**src/rtl/pipe_front_regs_if.sv**
```systemverilog
// Bus bundle for the IF/ID and ID/EX front-end pipeline registers.
// The master drives the stage inputs and controls; the slave (the register block) drives the register contents.
interface pipe_front_regs_if;
    logic        Stall_i;
    logic        NoOp_i;
    logic        Flush_i;
    logic [31:0] PC_i;
    logic [31:0] instr_i;
    logic [7:0]  ctrl_i;
    logic [31:0] RS1data_i;
    logic [31:0] RS2data_i;
    logic [31:0] imm_i;
    logic [4:0]  RS1addr_i;
    logic [4:0]  RS2addr_i;
    logic [4:0]  RdAddr_i;
    logic [9:0]  funct_i;

    logic [31:0] IFID_PC_o;
    logic [31:0] IFID_instr_o;
    logic        IFID_valid_o;
    logic [7:0]  IDEX_ctrl_o;
    logic [31:0] IDEX_RS1data_o;
    logic [31:0] IDEX_RS2data_o;
    logic [31:0] IDEX_imm_o;
    logic [4:0]  IDEX_RS1addr_o;
    logic [4:0]  IDEX_RS2addr_o;
    logic [4:0]  IDEX_RdAddr_o;
    logic [9:0]  IDEX_funct_o;
    logic        IDEX_valid_o;
    logic [15:0] stall_cnt_o;
    logic [15:0] flush_cnt_o;
    logic [15:0] bubble_cnt_o;
    logic        stall_err_o;

    modport master (
        output Stall_i, NoOp_i, Flush_i, PC_i, instr_i, ctrl_i,
               RS1data_i, RS2data_i, imm_i, RS1addr_i, RS2addr_i, RdAddr_i, funct_i,
        input  IFID_PC_o, IFID_instr_o, IFID_valid_o,
               IDEX_ctrl_o, IDEX_RS1data_o, IDEX_RS2data_o, IDEX_imm_o,
               IDEX_RS1addr_o, IDEX_RS2addr_o, IDEX_RdAddr_o, IDEX_funct_o, IDEX_valid_o,
               stall_cnt_o, flush_cnt_o, bubble_cnt_o, stall_err_o
    );

    modport slave (
        input  Stall_i, NoOp_i, Flush_i, PC_i, instr_i, ctrl_i,
               RS1data_i, RS2data_i, imm_i, RS1addr_i, RS2addr_i, RdAddr_i, funct_i,
        output IFID_PC_o, IFID_instr_o, IFID_valid_o,
               IDEX_ctrl_o, IDEX_RS1data_o, IDEX_RS2data_o, IDEX_imm_o,
               IDEX_RS1addr_o, IDEX_RS2addr_o, IDEX_RdAddr_o, IDEX_funct_o, IDEX_valid_o,
               stall_cnt_o, flush_cnt_o, bubble_cnt_o, stall_err_o
    );
endinterface

```
**src/rtl/pipe_front_regs.sv**
```systemverilog
// IF/ID and ID/EX pipeline registers with stall/flush/bubble handling,
// saturating hazard event counters and a sticky back-to-back stall error flag.
module pipe_front_regs (
    input  logic               clk_i,
    input  logic               rst_i,
    pipe_front_regs_if.slave   bus
);

    logic [31:0] r_ifid_pc;
    logic [31:0] r_ifid_instr;
    logic        r_ifid_valid;

    logic [7:0]  r_idex_ctrl;
    logic [31:0] r_idex_rs1data;
    logic [31:0] r_idex_rs2data;
    logic [31:0] r_idex_imm;
    logic [4:0]  r_idex_rs1addr;
    logic [4:0]  r_idex_rs2addr;
    logic [4:0]  r_idex_rdaddr;
    logic [9:0]  r_idex_funct;
    logic        r_idex_valid;

    logic        r_stall_run;
    logic        r_stall_err;

    logic [2:0]        w_cnt_evt;
    logic [2:0][15:0]  w_cnt;

    // IF/ID: stall dominates flush, so a flush arriving during a stall is dropped.
    always_ff @(posedge clk_i or negedge rst_i) begin
        if (!rst_i) begin
            r_ifid_pc    <= '0;
            r_ifid_instr <= '0;
            r_ifid_valid <= 1'b0;
        end else if (!bus.Stall_i) begin
            r_ifid_pc <= bus.PC_i;
            if (bus.Flush_i) begin
                r_ifid_instr <= '0;
                r_ifid_valid <= 1'b0;
            end else begin
                r_ifid_instr <= bus.instr_i;
                r_ifid_valid <= 1'b1;
            end
        end
    end

    // ID/EX always advances; a bubble only kills control and validity.
    always_ff @(posedge clk_i or negedge rst_i) begin
        if (!rst_i) begin
            r_idex_ctrl    <= '0;
            r_idex_rs1data <= '0;
            r_idex_rs2data <= '0;
            r_idex_imm     <= '0;
            r_idex_rs1addr <= '0;
            r_idex_rs2addr <= '0;
            r_idex_rdaddr  <= '0;
            r_idex_funct   <= '0;
            r_idex_valid   <= 1'b0;
        end else begin
            r_idex_rs1data <= bus.RS1data_i;
            r_idex_rs2data <= bus.RS2data_i;
            r_idex_imm     <= bus.imm_i;
            r_idex_rs1addr <= bus.RS1addr_i;
            r_idex_rs2addr <= bus.RS2addr_i;
            r_idex_rdaddr  <= bus.RdAddr_i;
            r_idex_funct   <= bus.funct_i;
            if (bus.NoOp_i) begin
                r_idex_ctrl  <= '0;
                r_idex_valid <= 1'b0;
            end else begin
                r_idex_ctrl  <= bus.ctrl_i;
                r_idex_valid <= r_ifid_valid;
            end
        end
    end

    always_ff @(posedge clk_i or negedge rst_i) begin
        if (!rst_i) begin
            r_stall_run <= 1'b0;
            r_stall_err <= 1'b0;
        end else begin
            r_stall_run <= bus.Stall_i;
            if (bus.Stall_i && r_stall_run) begin
                r_stall_err <= 1'b1;
            end
        end
    end

    // Event order: 0 = stall, 1 = effective flush, 2 = bubble.
    assign w_cnt_evt = {bus.NoOp_i, bus.Flush_i & ~bus.Stall_i, bus.Stall_i};

    genvar gi;
    generate
        for (gi = 0; gi < 3; gi++) begin : g_cnt
            logic [15:0] r_cnt;
            always_ff @(posedge clk_i or negedge rst_i) begin
                if (!rst_i) begin
                    r_cnt <= '0;
                end else if (w_cnt_evt[gi] && (r_cnt != 16'hFFFF)) begin
                    r_cnt <= r_cnt + 16'd1;
                end
            end
            assign w_cnt[gi] = r_cnt;
        end
    endgenerate

    assign bus.IFID_PC_o      = r_ifid_pc;
    assign bus.IFID_instr_o   = r_ifid_instr;
    assign bus.IFID_valid_o   = r_ifid_valid;
    assign bus.IDEX_ctrl_o    = r_idex_ctrl;
    assign bus.IDEX_RS1data_o = r_idex_rs1data;
    assign bus.IDEX_RS2data_o = r_idex_rs2data;
    assign bus.IDEX_imm_o     = r_idex_imm;
    assign bus.IDEX_RS1addr_o = r_idex_rs1addr;
    assign bus.IDEX_RS2addr_o = r_idex_rs2addr;
    assign bus.IDEX_RdAddr_o  = r_idex_rdaddr;
    assign bus.IDEX_funct_o   = r_idex_funct;
    assign bus.IDEX_valid_o   = r_idex_valid;
    assign bus.stall_cnt_o    = w_cnt[0];
    assign bus.flush_cnt_o    = w_cnt[1];
    assign bus.bubble_cnt_o   = w_cnt[2];
    assign bus.stall_err_o    = r_stall_err;

endmodule

```
**src/flat_wrapper.sv**
```systemverilog
// flat-port wrapper written by rule: the top's interface ports become plain ports
module pipe_front_regs_flat 
  (clk_i, rst_i, bus_Stall_i, bus_NoOp_i, bus_Flush_i, bus_PC_i, bus_instr_i, bus_ctrl_i, bus_RS1data_i, bus_RS2data_i, bus_imm_i, bus_RS1addr_i, bus_RS2addr_i, bus_RdAddr_i, bus_funct_i, bus_IFID_PC_o, bus_IFID_instr_o, bus_IFID_valid_o, bus_IDEX_ctrl_o, bus_IDEX_RS1data_o, bus_IDEX_RS2data_o, bus_IDEX_imm_o, bus_IDEX_RS1addr_o, bus_IDEX_RS2addr_o, bus_IDEX_RdAddr_o, bus_IDEX_funct_o, bus_IDEX_valid_o, bus_stall_cnt_o, bus_flush_cnt_o, bus_bubble_cnt_o, bus_stall_err_o);
  pipe_front_regs_if bus_i ();
  input  logic clk_i;
  input  logic rst_i;
  input wire logic [$bits(bus_i.Stall_i)-1:0] bus_Stall_i;
  input wire logic [$bits(bus_i.NoOp_i)-1:0] bus_NoOp_i;
  input wire logic [$bits(bus_i.Flush_i)-1:0] bus_Flush_i;
  input wire logic [$bits(bus_i.PC_i)-1:0] bus_PC_i;
  input wire logic [$bits(bus_i.instr_i)-1:0] bus_instr_i;
  input wire logic [$bits(bus_i.ctrl_i)-1:0] bus_ctrl_i;
  input wire logic [$bits(bus_i.RS1data_i)-1:0] bus_RS1data_i;
  input wire logic [$bits(bus_i.RS2data_i)-1:0] bus_RS2data_i;
  input wire logic [$bits(bus_i.imm_i)-1:0] bus_imm_i;
  input wire logic [$bits(bus_i.RS1addr_i)-1:0] bus_RS1addr_i;
  input wire logic [$bits(bus_i.RS2addr_i)-1:0] bus_RS2addr_i;
  input wire logic [$bits(bus_i.RdAddr_i)-1:0] bus_RdAddr_i;
  input wire logic [$bits(bus_i.funct_i)-1:0] bus_funct_i;
  output wire logic [$bits(bus_i.IFID_PC_o)-1:0] bus_IFID_PC_o;
  output wire logic [$bits(bus_i.IFID_instr_o)-1:0] bus_IFID_instr_o;
  output wire logic [$bits(bus_i.IFID_valid_o)-1:0] bus_IFID_valid_o;
  output wire logic [$bits(bus_i.IDEX_ctrl_o)-1:0] bus_IDEX_ctrl_o;
  output wire logic [$bits(bus_i.IDEX_RS1data_o)-1:0] bus_IDEX_RS1data_o;
  output wire logic [$bits(bus_i.IDEX_RS2data_o)-1:0] bus_IDEX_RS2data_o;
  output wire logic [$bits(bus_i.IDEX_imm_o)-1:0] bus_IDEX_imm_o;
  output wire logic [$bits(bus_i.IDEX_RS1addr_o)-1:0] bus_IDEX_RS1addr_o;
  output wire logic [$bits(bus_i.IDEX_RS2addr_o)-1:0] bus_IDEX_RS2addr_o;
  output wire logic [$bits(bus_i.IDEX_RdAddr_o)-1:0] bus_IDEX_RdAddr_o;
  output wire logic [$bits(bus_i.IDEX_funct_o)-1:0] bus_IDEX_funct_o;
  output wire logic [$bits(bus_i.IDEX_valid_o)-1:0] bus_IDEX_valid_o;
  output wire logic [$bits(bus_i.stall_cnt_o)-1:0] bus_stall_cnt_o;
  output wire logic [$bits(bus_i.flush_cnt_o)-1:0] bus_flush_cnt_o;
  output wire logic [$bits(bus_i.bubble_cnt_o)-1:0] bus_bubble_cnt_o;
  output wire logic [$bits(bus_i.stall_err_o)-1:0] bus_stall_err_o;
  assign bus_i.Stall_i = bus_Stall_i;
  assign bus_i.NoOp_i = bus_NoOp_i;
  assign bus_i.Flush_i = bus_Flush_i;
  assign bus_i.PC_i = bus_PC_i;
  assign bus_i.instr_i = bus_instr_i;
  assign bus_i.ctrl_i = bus_ctrl_i;
  assign bus_i.RS1data_i = bus_RS1data_i;
  assign bus_i.RS2data_i = bus_RS2data_i;
  assign bus_i.imm_i = bus_imm_i;
  assign bus_i.RS1addr_i = bus_RS1addr_i;
  assign bus_i.RS2addr_i = bus_RS2addr_i;
  assign bus_i.RdAddr_i = bus_RdAddr_i;
  assign bus_i.funct_i = bus_funct_i;
  assign bus_IFID_PC_o = bus_i.IFID_PC_o;
  assign bus_IFID_instr_o = bus_i.IFID_instr_o;
  assign bus_IFID_valid_o = bus_i.IFID_valid_o;
  assign bus_IDEX_ctrl_o = bus_i.IDEX_ctrl_o;
  assign bus_IDEX_RS1data_o = bus_i.IDEX_RS1data_o;
  assign bus_IDEX_RS2data_o = bus_i.IDEX_RS2data_o;
  assign bus_IDEX_imm_o = bus_i.IDEX_imm_o;
  assign bus_IDEX_RS1addr_o = bus_i.IDEX_RS1addr_o;
  assign bus_IDEX_RS2addr_o = bus_i.IDEX_RS2addr_o;
  assign bus_IDEX_RdAddr_o = bus_i.IDEX_RdAddr_o;
  assign bus_IDEX_funct_o = bus_i.IDEX_funct_o;
  assign bus_IDEX_valid_o = bus_i.IDEX_valid_o;
  assign bus_stall_cnt_o = bus_i.stall_cnt_o;
  assign bus_flush_cnt_o = bus_i.flush_cnt_o;
  assign bus_bubble_cnt_o = bus_i.bubble_cnt_o;
  assign bus_stall_err_o = bus_i.stall_err_o;
  pipe_front_regs u_core (.clk_i(clk_i), .rst_i(rst_i), .bus(bus_i));
endmodule
```
**config.mk**
```make
export PLATFORM = sky130hd
export DESIGN_NAME = pipe_front_regs_flat
export DESIGN_NICKNAME = d
export VERILOG_FILES = /design/src/rtl/pipe_front_regs_if.sv /design/src/rtl/pipe_front_regs.sv /design/src/flat_wrapper.sv
export SDC_FILE = /design/constraint.sdc
export NUM_CORES = 1
export LEC_CHECK = 0
export CAP_MARGIN = 20
export CORE_AREA = 3 3 172 174
export DETAILED_ROUTE_END_ITERATION = 16
export DIE_AREA = 0 0 175 177
export GPL_ROUTABILITY_DRIVEN = 0
export PLACE_DENSITY_LB_ADDON = 0.15
export SYNTH_ARGS = -nofsm -noshare
export SYNTH_HDL_FRONTEND = slang
export SYNTH_SLANG_ARGS = --single-unit
```
**constraint.sdc**
```tcl
create_clock -name clk_i -period 1.9 [get_ports clk_i]
set_clock_uncertainty 0.05 [all_clocks]
set_input_delay 0.38 -clock clk_i [delete_from_list [all_inputs] [get_ports clk_i]]
set_output_delay 0.38 -clock clk_i [all_outputs]
set_load 0.02 [all_outputs]
```
==> results.sh <==
export IMPL_status="finished, final reports clean"
export IMPL_hold_class="primary input to flip-flop"
export IMPL_hold_violations=0
export IMPL_startpoint_type="flip-flop"
export IMPL_synthCells=560
export IMPL_ys_ff_latch=245
export IMPL_wl_met1_um=10880
export IMPL_cts_tree="built"
export IMPL_cts_root_buf="clkbuf_16"
export IMPL_p_leak_nw=6.878
export IMPL_die_h_um=177
export IMPL_clock_latency_ns=0.52
export IMPL_grt_max_degree=66
export IMPL_setup_slack_ns=0.06169
export IMPL_initial_core_util_pct=29.47
export IMPL_clk_transition_reported_paths_ns=0.06
export IMPL_finalWirelength_um=27120
export IMPL_critical_path_buf_inv_count=2
export IMPL_syn_area_um2=8232
export IMPL_dpl_hpwl_um=20860
export IMPL_die_area_um2=30980
export IMPL_drt_pass1_iterations=4
export IMPL_cts_sinks=245
export IMPL_finalCritPeriodShare_pct=96.75
export IMPL_numCtsBuffers=27
export IMPL_io_pins=442
export IMPL_powerDensity_nw_per_um2=982.0
export IMPL_worstPathArrival_ns=1.41
export IMPL_drive_gt1_share_pct=11.15
export IMPL_holdWs_ns=0.2474
export IMPL_wl_met3_um=2377
export IMPL_power_switching_w=0.003784
export IMPL_yosysSeqAreaShare_pct=74.48
export IMPL_rsz0062_at_grt="false"
export IMPL_dp_slack_ns=-0.02140
export IMPL_critPathTopFamily="buffers and inverters"
export IMPL_grt_overflow_total=0
export IMPL_syn_avg_cell_area_um2=14.70
export IMPL_fin_nets=1248
export IMPL_ys_types=35
export IMPL_row_count=61
export IMPL_drc_errors=0
export IMPL_tightest_slew_ns=0.4691
export IMPL_maxSlewHeadroom_pct=68.73
export IMPL_vias=6114
export IMPL_slowest_stage="dfrtp_1"
export IMPL_worstPathRequired_ns=1.47
export IMPL_p_comb_share_pct=19.0
export IMPL_crit_chain="buf_4 -> dlygate4sd2_1"
export IMPL_drv_cap=0
export IMPL_syn_nets=761
export IMPL_core_um2=27930
export IMPL_via_per_inst=4.231
export IMPL_clkPwrFrac_pct=37.2
export IMPL_port_buffers=441
export IMPL_fp_dieW_um=175
export IMPL_grt_pass1_vias=6326
export IMPL_grt_usage_pct=17.08
export IMPL_cts_buffer_depth=3
export IMPL_drtIter0Drc=261
export IMPL_setup_violations=0
export IMPL_wire_per_inst_um=18.77
export IMPL_highest_layer="met5"
export IMPL_peakVddDrop_v=0.0005760
export IMPL_sw_frac_of_total_pct=27.34
export IMPL_internal_power_w=0.01006
export IMPL_htreeDepth=1
export IMPL_wl_met2_um=13170
export IMPL_finalCriticalPeriod_ns=1.838
export IMPL_diodes=0
export IMPL_slowest_delay_ns=0.40
export IMPL_grt_pass1_wl_um=40580
export IMPL_seqPwrFrac_pct=43.8
export IMPL_ys_warn_count=0
export IMPL_ant_nets=0
export IMPL_antenna_found_initial=1
export IMPL_max_freq_mhz=544.0
export IMPL_syn_to_final_growth_pct=71.24
export IMPL_worstPathMaxFanout=5
export IMPL_critPathKind="flip-flop to output port"
export IMPL_slew_violations=0
export IMPL_cp_end_kind="output port"
-- power groups by stage --
stage          logic [W]  clock network, W  registers, W
2_1_floorplan   0.000528                 0       0.00674
3_3_place_gp     0.00297                 0       0.00616
3_5_place_dp     0.00298                 0       0.00617
4_1_cts          0.00269           0.00534       0.00607
5_1_grt          0.00284           0.00556       0.00614
6_report         0.00263           0.00515       0.00606
-- layout make-up --
class | count | area, um2
clock buffers | 41 | 788.3
clock inverters | 8 | 93.84
fillers | 2566 | 13840
multi-input cells | 298 | 2026
flip-flops and latches | 245 | 6135
well taps | 378 | 473.0
repair buffers | 475 | 4581
-- metal layers --
| metal | vias up | global-route usage, % |
|---|---|---|
| met5 | - | 0 |
| met4 | 2 | 4.056 |
| met3 | 41 | 6.263 |
| met2 | 255 | 29.02 |
| met1 | 2936 | 20.80 |
| li1 | 2880 | - |
-- cell usage in the layout (no fill, tap or decap), types with 2 or more instances in the layout --
cell type        count
nor4_1               5
mux2_2              35
nor2b_1              9
nand2b_1            35
and3_1               6
clkdlybuf4s50_1    195
a21oi_1              4
bufinv_16            2
clkbuf_16           27
ha_1                 3
xor2_1              16
and4_1               6
nand3_1             19
dfrtp_2              3
dlygate4sd2_1      201
nor3_1              11
xnor2_1             23
nor3b_1              2
nor4_4               2
buf_12               4
a21o_1               2
nand2_1             42
dlymetal6s2s_1      43
nand4_1             21
dfrtp_1            242
buf_4               30
clkbuf_1             8
clkinv_2             5
o21ai_0             32
clkbuf_8             6
nor2_1              13
-- final timing paths --
path | from | endpoint | slack, ns | cells after the start
worst max-delay path | u_core.bus.bubble_cnt_o[11] | bus_bubble_cnt_o[11] | 0.06 | 2
worst min-delay path | bus_RS2data_i[20] | u_core.bus.IDEX_RS2data_o[20] | 0.25 | 1
worst max register to register | u_core.bus.bubble_cnt_o[0] | u_core.bus.bubble_cnt_o[1] | 0.12 | 5
worst min register to register | u_core.r_stall_run | u_core.bus.stall_err_o | 0.40 | 1
max in group asynchronous | rst_i | u_core.bus.IDEX_imm_o[22] | 0.80 | 3
min in group asynchronous | rst_i | u_core.bus.flush_cnt_o[0] | 0.30 | 2
-- kinds of logic after synthesis --
kind of cell	after synthesis	synth area share [%]
flip-flops	245	74.48
AND/OR/NAND/NOR	178	12.24
adder cells (fa/ha/maj)	3	0.4560
AO/OA/AOI/OAI	41	2.675
multiplexers	37	5.092
XOR/XNOR	39	4.149
buffers and inverters	17	0.9120
-- state kept, by name (all words and copies together) (netlist names) --
signal and flops:
u_core.bus.bubble_cnt_o 16, u_core.bus.IFID_PC_o 32, u_core.bus.stall_err_o 1, u_core.bus.IDEX_RS2data_o 32, u_core.bus.IFID_valid_o 1, u_core.bus.IDEX_RS1addr_o 5
u_core.bus.IDEX_imm_o 32, u_core.bus.IDEX_RS1data_o 32, u_core.bus.stall_cnt_o 16, u_core.bus.IDEX_funct_o 10, u_core.r_stall_run 1, u_core.bus.IDEX_valid_o 1
u_core.bus.IDEX_ctrl_o 8, u_core.bus.IFID_instr_o 32, u_core.bus.IDEX_RdAddr_o 5, u_core.bus.IDEX_RS2addr_o 5, u_core.bus.flush_cnt_o 16
-- cells in the mapped netlist (all sizes together) --
cell     instances  area (um2)
mux2            36       409.1
nand4b           1       8.760
xnor2           23       201.4
or4              1       7.510
xor2            16       140.1
mux2i            1       10.01
nand2           43       168.9
nor4b            1       8.760
nor3            11       55.05
nor2            13       48.80
nand4           22       143.9
o21ai           32       160.2
o2111ai          1       8.760
and4             6       52.55
and3             6       37.54
nor2b            9       56.30
nor4             7       73.82
buf              4       26.27
a22o             1       8.760
clkbuf          13       48.80
and4b            1       10.01
nand2b          35       219.0
nand3           19       95.09
ha               3       37.54
a21o             2       15.01
a21oi            4       20.02
o21a             1       7.510
nor3b            2       15.01
or3              1       6.260
dfrtp          245        6131
-- per-stage QoR --
stage                     power, W  instances  utilization, %  setup TNS (ns)  area (um2)
after floorplan           0.007271        560               -               0        8234
after global placement    0.009134       1395           47.78               0       13350
after detailed placement  0.009152       1395           47.78        -0.02140       13350
after CTS                  0.01409       1445           50.07               0       13990
after global routing       0.01453       1445           50.46               0       14100
final                      0.01384       1445           50.46               0       14100
-- repair_timing --
| action | CTS | global route |
|---|---|---|
| endpoints found under the hold margin | 33 | 0 |
| hold buffers | 1 | 0 |
| resized for setup | 201 | 44 |
| pin swaps | 0 | 0 |
| endpoints found under the setup margin | 201 | 44 |
| buffers inserted | 0 | 0 |
Power figures use the tool's default switching activity.
==> patch 1 (same flow settings) <==
Make the reset (`rst_i`) synchronous in 4 clocked blocks.
--- a/src/rtl/pipe_front_regs.sv
+++ b/src/rtl/pipe_front_regs.sv
@@ -27,7 +27,7 @@
     logic [2:0][15:0]  w_cnt;
 
     // IF/ID: stall dominates flush, so a flush arriving during a stall is dropped.
-    always_ff @(posedge clk_i or negedge rst_i) begin
+    always_ff @(posedge clk_i) begin
         if (!rst_i) begin
             r_ifid_pc    <= '0;
             r_ifid_instr <= '0;
@@ -45,7 +45,7 @@
     end
 
     // ID/EX always advances; a bubble only kills control and validity.
-    always_ff @(posedge clk_i or negedge rst_i) begin
+    always_ff @(posedge clk_i) begin
         if (!rst_i) begin
             r_idex_ctrl    <= '0;
             r_idex_rs1data <= '0;
@@ -74,7 +74,7 @@
         end
     end
 
-    always_ff @(posedge clk_i or negedge rst_i) begin
+    always_ff @(posedge clk_i) begin
         if (!rst_i) begin
             r_stall_run <= 1'b0;
             r_stall_err <= 1'b0;
@@ -93,7 +93,7 @@
     generate
         for (gi = 0; gi < 3; gi++) begin : g_cnt
             logic [15:0] r_cnt;
-            always_ff @(posedge clk_i or negedge rst_i) begin
+            always_ff @(posedge clk_i) begin
                 if (!rst_i) begin
                     r_cnt <= '0;
                 end else if (w_cnt_evt[gi] && (r_cnt != 16'hFFFF)) begin
Check against the original RTL: differs if rst_i is asserted again (counterexample within 4 cycles, from zero or initial values and one cycle with rst_i low); with rst_i held inactive, the same outputs for 4 cycles.
==> patch 1 against the original RTL <==
- final area down 1.7%
- sequential cell count unchanged
- routed wire length increased by 2.7%
- area after synthesis is 1.8% lower
- worst hold slack worse by 0.062 ns
- die area did not move
- synthesized cell count grew 34%
- power down 14%
- setup slack worse by 0.012 ns
- critical path depth decreased by 1
- combinational power down 46%
- highest routed layer is now met4
==> patch 1: results (changes against the original RTL) <==
Route
  – DRC violations left: 0 (unchanged)
  – Initial DRC count: 268 (was 261)
  – Total wire length: 27840 um (was 27120 um)
  – Drt wl/cell: 17.09 um (was 18.77 um)
  – 1st-pass router iterations: 4 (unchanged)
  – Vias per inst: 4.409 (was 4.231)

Yosys
  – Post-synthesis compound-gate area fraction: 8.667% (was 2.675%)
  – Post-synth top cells: dfxtp_1 (245), and2_1 (132), nor2_1 (48) (was dfrtp_1 (245), nand2_1 (42), mux2_2 (35), nand2b_1 (35), o21ai_0 (32))
  – Netlist cell types: 43 (was 35)
  – Syn avg cell area: 10.74 sq um (was 14.70 sq um)
  – Post-synthesis xor/xnor area fraction: 0% (was 4.150%)
  – Area contributors post-synth: dfxtp_1 (61%), and2_1 (10%), mux2i_1 (5.4%), a22o_1 (3.5%), nor2_1 (2.2%) (was dfrtp_1 (74%), mux2_2 (4.8%), nand2b_1 (2.7%), xnor2_1 (2.4%), o21ai_0 (1.9%))
  – Seq/Total Area, Yosys: 60.67% (was 74.48%)
  – Syn Nets: 954 (was 761)
  – Yosys synthesis warning count: 0 (unchanged)
  – Post-Synth Adder-Cell Area: 0.4643% (was 0.4560%)
  – Fraction of registers with async set or reset after synthesis: 0% (was 100.0%)
  – Multiplexer share of the synthesized area: 5.448% (was 5.092%)

Timing
  – Endpoints failing hold: 0 (unchanged)
  – Worst-margin pin slew: 0.5300 ns (was 0.4691 ns)

CTS
  – Cts bufs inserted: 28 (was 27)
  – H-tree Lvls: 1 (unchanged)
  – Root Buffer: clkbuf_16 (unchanged)
  – # Post-CTS Setup Buffers: 0 (unchanged)
  – Reg clk slew, reported paths: 0.06 ns (about the same)
  – Longest Clk Path Bufs: 3 (unchanged)
  – CTS resizes: 225 (was 201)
  – Worst-Skew Late Latency: 0.53 ns

Placed design
  – IO Port Bufs: 441 (unchanged)
  – Hpwl dp: 20980 um (was 20860 um)
  – Dpl ws: -0.3219 ns (was -0.02140 ns)

Pwr
  – Leak: 6.566 nW (was 6.878 nW)
  – Worst vdd ir: 0.7254 mV (was 0.5760 mV)

Cells and area
  – Layout Nets: 1431 (was 1248)
  – Share of cells above drive strength 1: 8.000% (was 11.15%)
  – Number of fill cells: 2690 (was 2566)

Setup path
  – CP max-delay cell: clkdlybuf4s50_1 (was dfrtp_1)
  – WP data arrival: 1.42 ns
  – Crit-path max cell delay: 0.59 ns (was 0.40 ns)
  – CP max FO: 1 (was 5)
  – Top Family by Delay on Critical Path: buffers and inverters (unchanged)

GRT
  – Maximum number of pins on one net before global-route repair: 89 (was 66)
  – Vias in the first global route: 7375 (was 6326)
  – Gr usage total: 17.00% (was 17.08%)
  – First-pass GRT wire length: 42000 um (was 40580 um)
  – Initial antenna violation count: 1 (unchanged)

Status
  – Run status: finished clean (unchanged)

Min path
  – Worst min path class: in -> reg (unchanged)
-- patch 1: cell type report --
type                       instances  area share, %
antenna                            1        0.01806
clock buffer                      48          6.112
clock inverter                     2        0.07223
inverter                          10         0.2709
multi-input combinational        460          21.70
sequential                       245          35.42
tap                              378          3.413
timing repair buffer             485          33.00
-- patch 1: power breakdown --
group | switching (mW) | internal, mW
Sequential | 0.0721 | 5.37
Clock | 2.06 | 2.99
Combinational | 0.659 | 0.748
-- patch 1: logic make-up after synthesis --
kind of cell / after synthesis
and+or+nand+nor: 314
DFF: 245
AOI/OAI and AO/OA: 99
buffers and inverters: 48
muxes: 44
adders and majority gates: 3
-- patch 1: through the flow --
stage | area, sq um | hold slack, ns
finish | 13860 | 0.1853
global route | 13860 | 0.1915
CTS | 13800 | 0.1573
detailed placement | 13220 | 0.4023
global placement | 13220 | 0.3963
floorplan | 8089 | 0.3878
-- patch 1: metal layers --
metal	wire length, um	up-vias	GRT usage, %	part of all wire, %
met2	13950	291	30.34	50
met1	10370	3279	18.57	37
met3	2923	35	7.529	10
met4	597	0	4.023	2.1
li1	-	3578	-	-
met5	0	-	0	0
-- patch 1: path summary, 6_finish.rpt --
path / depth (start not counted) / slack (ns) / end / start
worst max-delay path: 1 / 0.05 / bus_IDEX_RS2data_o[15] / u_core.bus.IDEX_RS2data_o[15]
worst min-delay path: 3 / 0.19 / u_core.bus.bubble_cnt_o[6] / rst_i
worst max register to register: 5 / 0.15 / u_core.bus.stall_cnt_o[8] / u_core.bus.stall_cnt_o[0]
worst min register to register: 2 / 0.41 / u_core.bus.stall_err_o / u_core.r_stall_run
==> patch 2 (same settings) <==
Made on the original files. Register the output `bus.flush_cnt_o`; this adds one clock of latency there.
--- a/src/rtl/pipe_front_regs.sv
+++ b/src/rtl/pipe_front_regs.sv
@@ -117,7 +117,9 @@
     assign bus.IDEX_funct_o   = r_idex_funct;
     assign bus.IDEX_valid_o   = r_idex_valid;
     assign bus.stall_cnt_o    = w_cnt[0];
-    assign bus.flush_cnt_o    = w_cnt[1];
+    always_ff @(posedge clk_i) begin
+        bus.flush_cnt_o <= w_cnt[1];
+    end
     assign bus.bubble_cnt_o   = w_cnt[2];
     assign bus.stall_err_o    = r_stall_err;
 
Behaviour: not the same (Yosys sat finds a counterexample within 4 cycles, from zero or initial values and one cycle with rst_i low).
==> patch 2 against the original RTL <==
- worst hold slack got worse by 0.080 ns
- sequential cell count increased by 16
- critical endpoint unchanged
- routed wire length decreased by 0.45%
- critical path depth unchanged
- largest power group unchanged
- synthesized cell count increased by 2.9%
- final area increased by 1.8%
- final cell count increased by 1.2%
- setup slack about the same
- power increased by 4.0%
- highest routed layer is now met4
- area after synthesis increased by 3.9%
==> patch 2: results (changes against the original RTL) <==
CTS
  – Cts bufs inserted: 29 (was 27)
  – Longest Clk Path Bufs: 3 (unchanged)
  – Reg clk slew, reported paths: 0.06 ns (about the same)
  – Worst-Skew Late Latency: 0.53 ns
  – Root Buffer: clkbuf_16 (unchanged)

Pwr
  – Pwr Density: 1002 nW/um^2 (was 982.0 nW/um^2)
  – Worst vdd ir: 0.5503 mV (was 0.5760 mV)
  – Leak: 6.838 nW (was 6.878 nW)
  – Comb pwr: 2.56 mW (was 2.63 mW)
  – Clock share of power: 37.0% (was 37.2%)
  – Net Switching: 3.869 mW (was 3.784 mW)

Yosys
  – Syn Nets: 777 (was 761)
  – Post-synthesis xor/xnor area fraction: 3.994% (was 4.150%)
  – Netlist cell types: 36 (was 35)
  – Fraction of registers with async set or reset after synthesis: 93.87% (was 100.0%)
  – Post-synthesis compound-gate area fraction: 2.575% (was 2.675%)
  – Post-synth top cells: dfrtp_1 (245), nand2_1 (42), mux2_2 (35), nand2b_1 (35), o21ai_0 (32) (unchanged)
  – Multiplexer share of the synthesized area: 4.901% (was 5.092%)
  – Seq/Total Area, Yosys: 75.44% (was 74.48%)
  – Post-Synth Adder-Cell Area: 0.4389% (was 0.4560%)
  – Yosys synthesis warning count: 0 (unchanged)
  – Area contributors post-synth: dfrtp_1 (72%), mux2_2 (4.6%), dfxtp_1 (3.7%), nand2b_1 (2.6%), xnor2_1 (2.4%) (was dfrtp_1 (74%), mux2_2 (4.8%), nand2b_1 (2.7%), xnor2_1 (2.4%), o21ai_0 (1.9%))

Cells and area
  – Layout Nets: 1267 (was 1248)
  – Share of cells above drive strength 1: 10.79% (was 11.15%)

GRT
  – Initial antenna violation count: 1 (unchanged)
  – Gr usage total: 16.80% (was 17.08%)
  – First-pass GRT wire length: 39970 um (was 40580 um)
  – Maximum number of pins on one net before global-route repair: 60 (was 66)

Min path
  – Worst Hold Path EP: u_core.bus.stall_cnt_o[2] (was u_core.bus.IDEX_RS2data_o[20])
  – Min-delay src: bus_Stall_i (was bus_RS2data_i[20])
  – Hold Path Depth: 3 (was 1)

Timing
  – Final Setup Violations: 0 (unchanged)
  – WHS: 0.1669 ns (was 0.2474 ns)
  – Period utilization: 96.77% (was 96.75%)
  – Worst-margin pin slew: 0.4138 ns (was 0.4691 ns)

Setup path
  – CP max-delay cell: dfrtp_1 (unchanged)
  – CP startpoint: u_core.bus.bubble_cnt_o[11] (unchanged)
  – Reg2reg start: u_core.bus.bubble_cnt_o[0] (unchanged)
  – Setup crit end: bus_bubble_cnt_o[11] (unchanged)
  – Top Family by Delay on Critical Path: buffers and inverters (unchanged)
  – Reg2reg setup slack: 0.10 ns (was 0.12 ns)

Route
  – Total wire length: 26990 um (was 27120 um)
  – Via count: 6194 (was 6114)
  – Initial DRC count: 218 (was 261)

Status
  – Run status: finished clean (unchanged)

Placed design
  – Hpwl dp: 20590 um (was 20860 um)
[patch 2: changes by cell type after synthesis]
cell	change
dfxtp_1	+16
[patch 2: stage by stage]
stage	instances	util, %	cell area (sq um)	setup TNS, ns	worst slack [ns]
2_1_floorplan	576	-	8554	0	0.003126
3_3_place_gp	1412	49.00	13690	-0.01938	-0.01301
3_5_place_dp	1412	49.00	13690	-0.01214	-0.006451
4_1_cts	1462	51.23	14310	0	0.0003254
5_1_grt	1463	51.39	14360	0	0.01328
6_report	1463	51.39	14360	0	0.06136
[patch 2: final cells by class]
cell class,count,area [sq um]
fill,2537,13580
sequential,261,6454
timing repair buffer,476,4503
multi-input combinational,298,2026
clock buffer,43,818.3
tap,378,473.0
clock inverter,6,80.08
antenna,1,2.502
[patch 2: per-layer routing]
| metal | vias up | part of all wire [%] | track usage [%] |
|---|---|---|---|
| met3 | 56 | 5.9 | 3.968 |
| met4 | 0 | 3.0 | 5.552 |
| li1 | 2940 | - | - |
| met2 | 212 | 51 | 29.02 |
| met1 | 2986 | 40 | 20.84 |
| met5 | - | 0 | 0 |
[patch 2: logic make-up after synthesis]
family	count (synthesis)
simple gates	178
flops	261
compound gates	41
mux	37
xor+xnor	39
buf+inv	17
fa+ha+maj	3
[patch 2: worst reg2reg max path, delay by kind of cell, from the launching register on]
family / cells / cell delay [ns]
simple gates: 3 / 0.74
fa+ha+maj: 1 / 0.21
flops: 1 / 0.39
mux: 1 / 0.29
[patch 2: what timing repair did]
item                                    in CTS  in global routing
setup buffers                                0                  0
resized for setup                          227                 17
hold buffers                                 1                  0
pin swaps                                    0                  0
hold endpoints to repair                    37                  0
endpoints found under the setup margin     227                 17
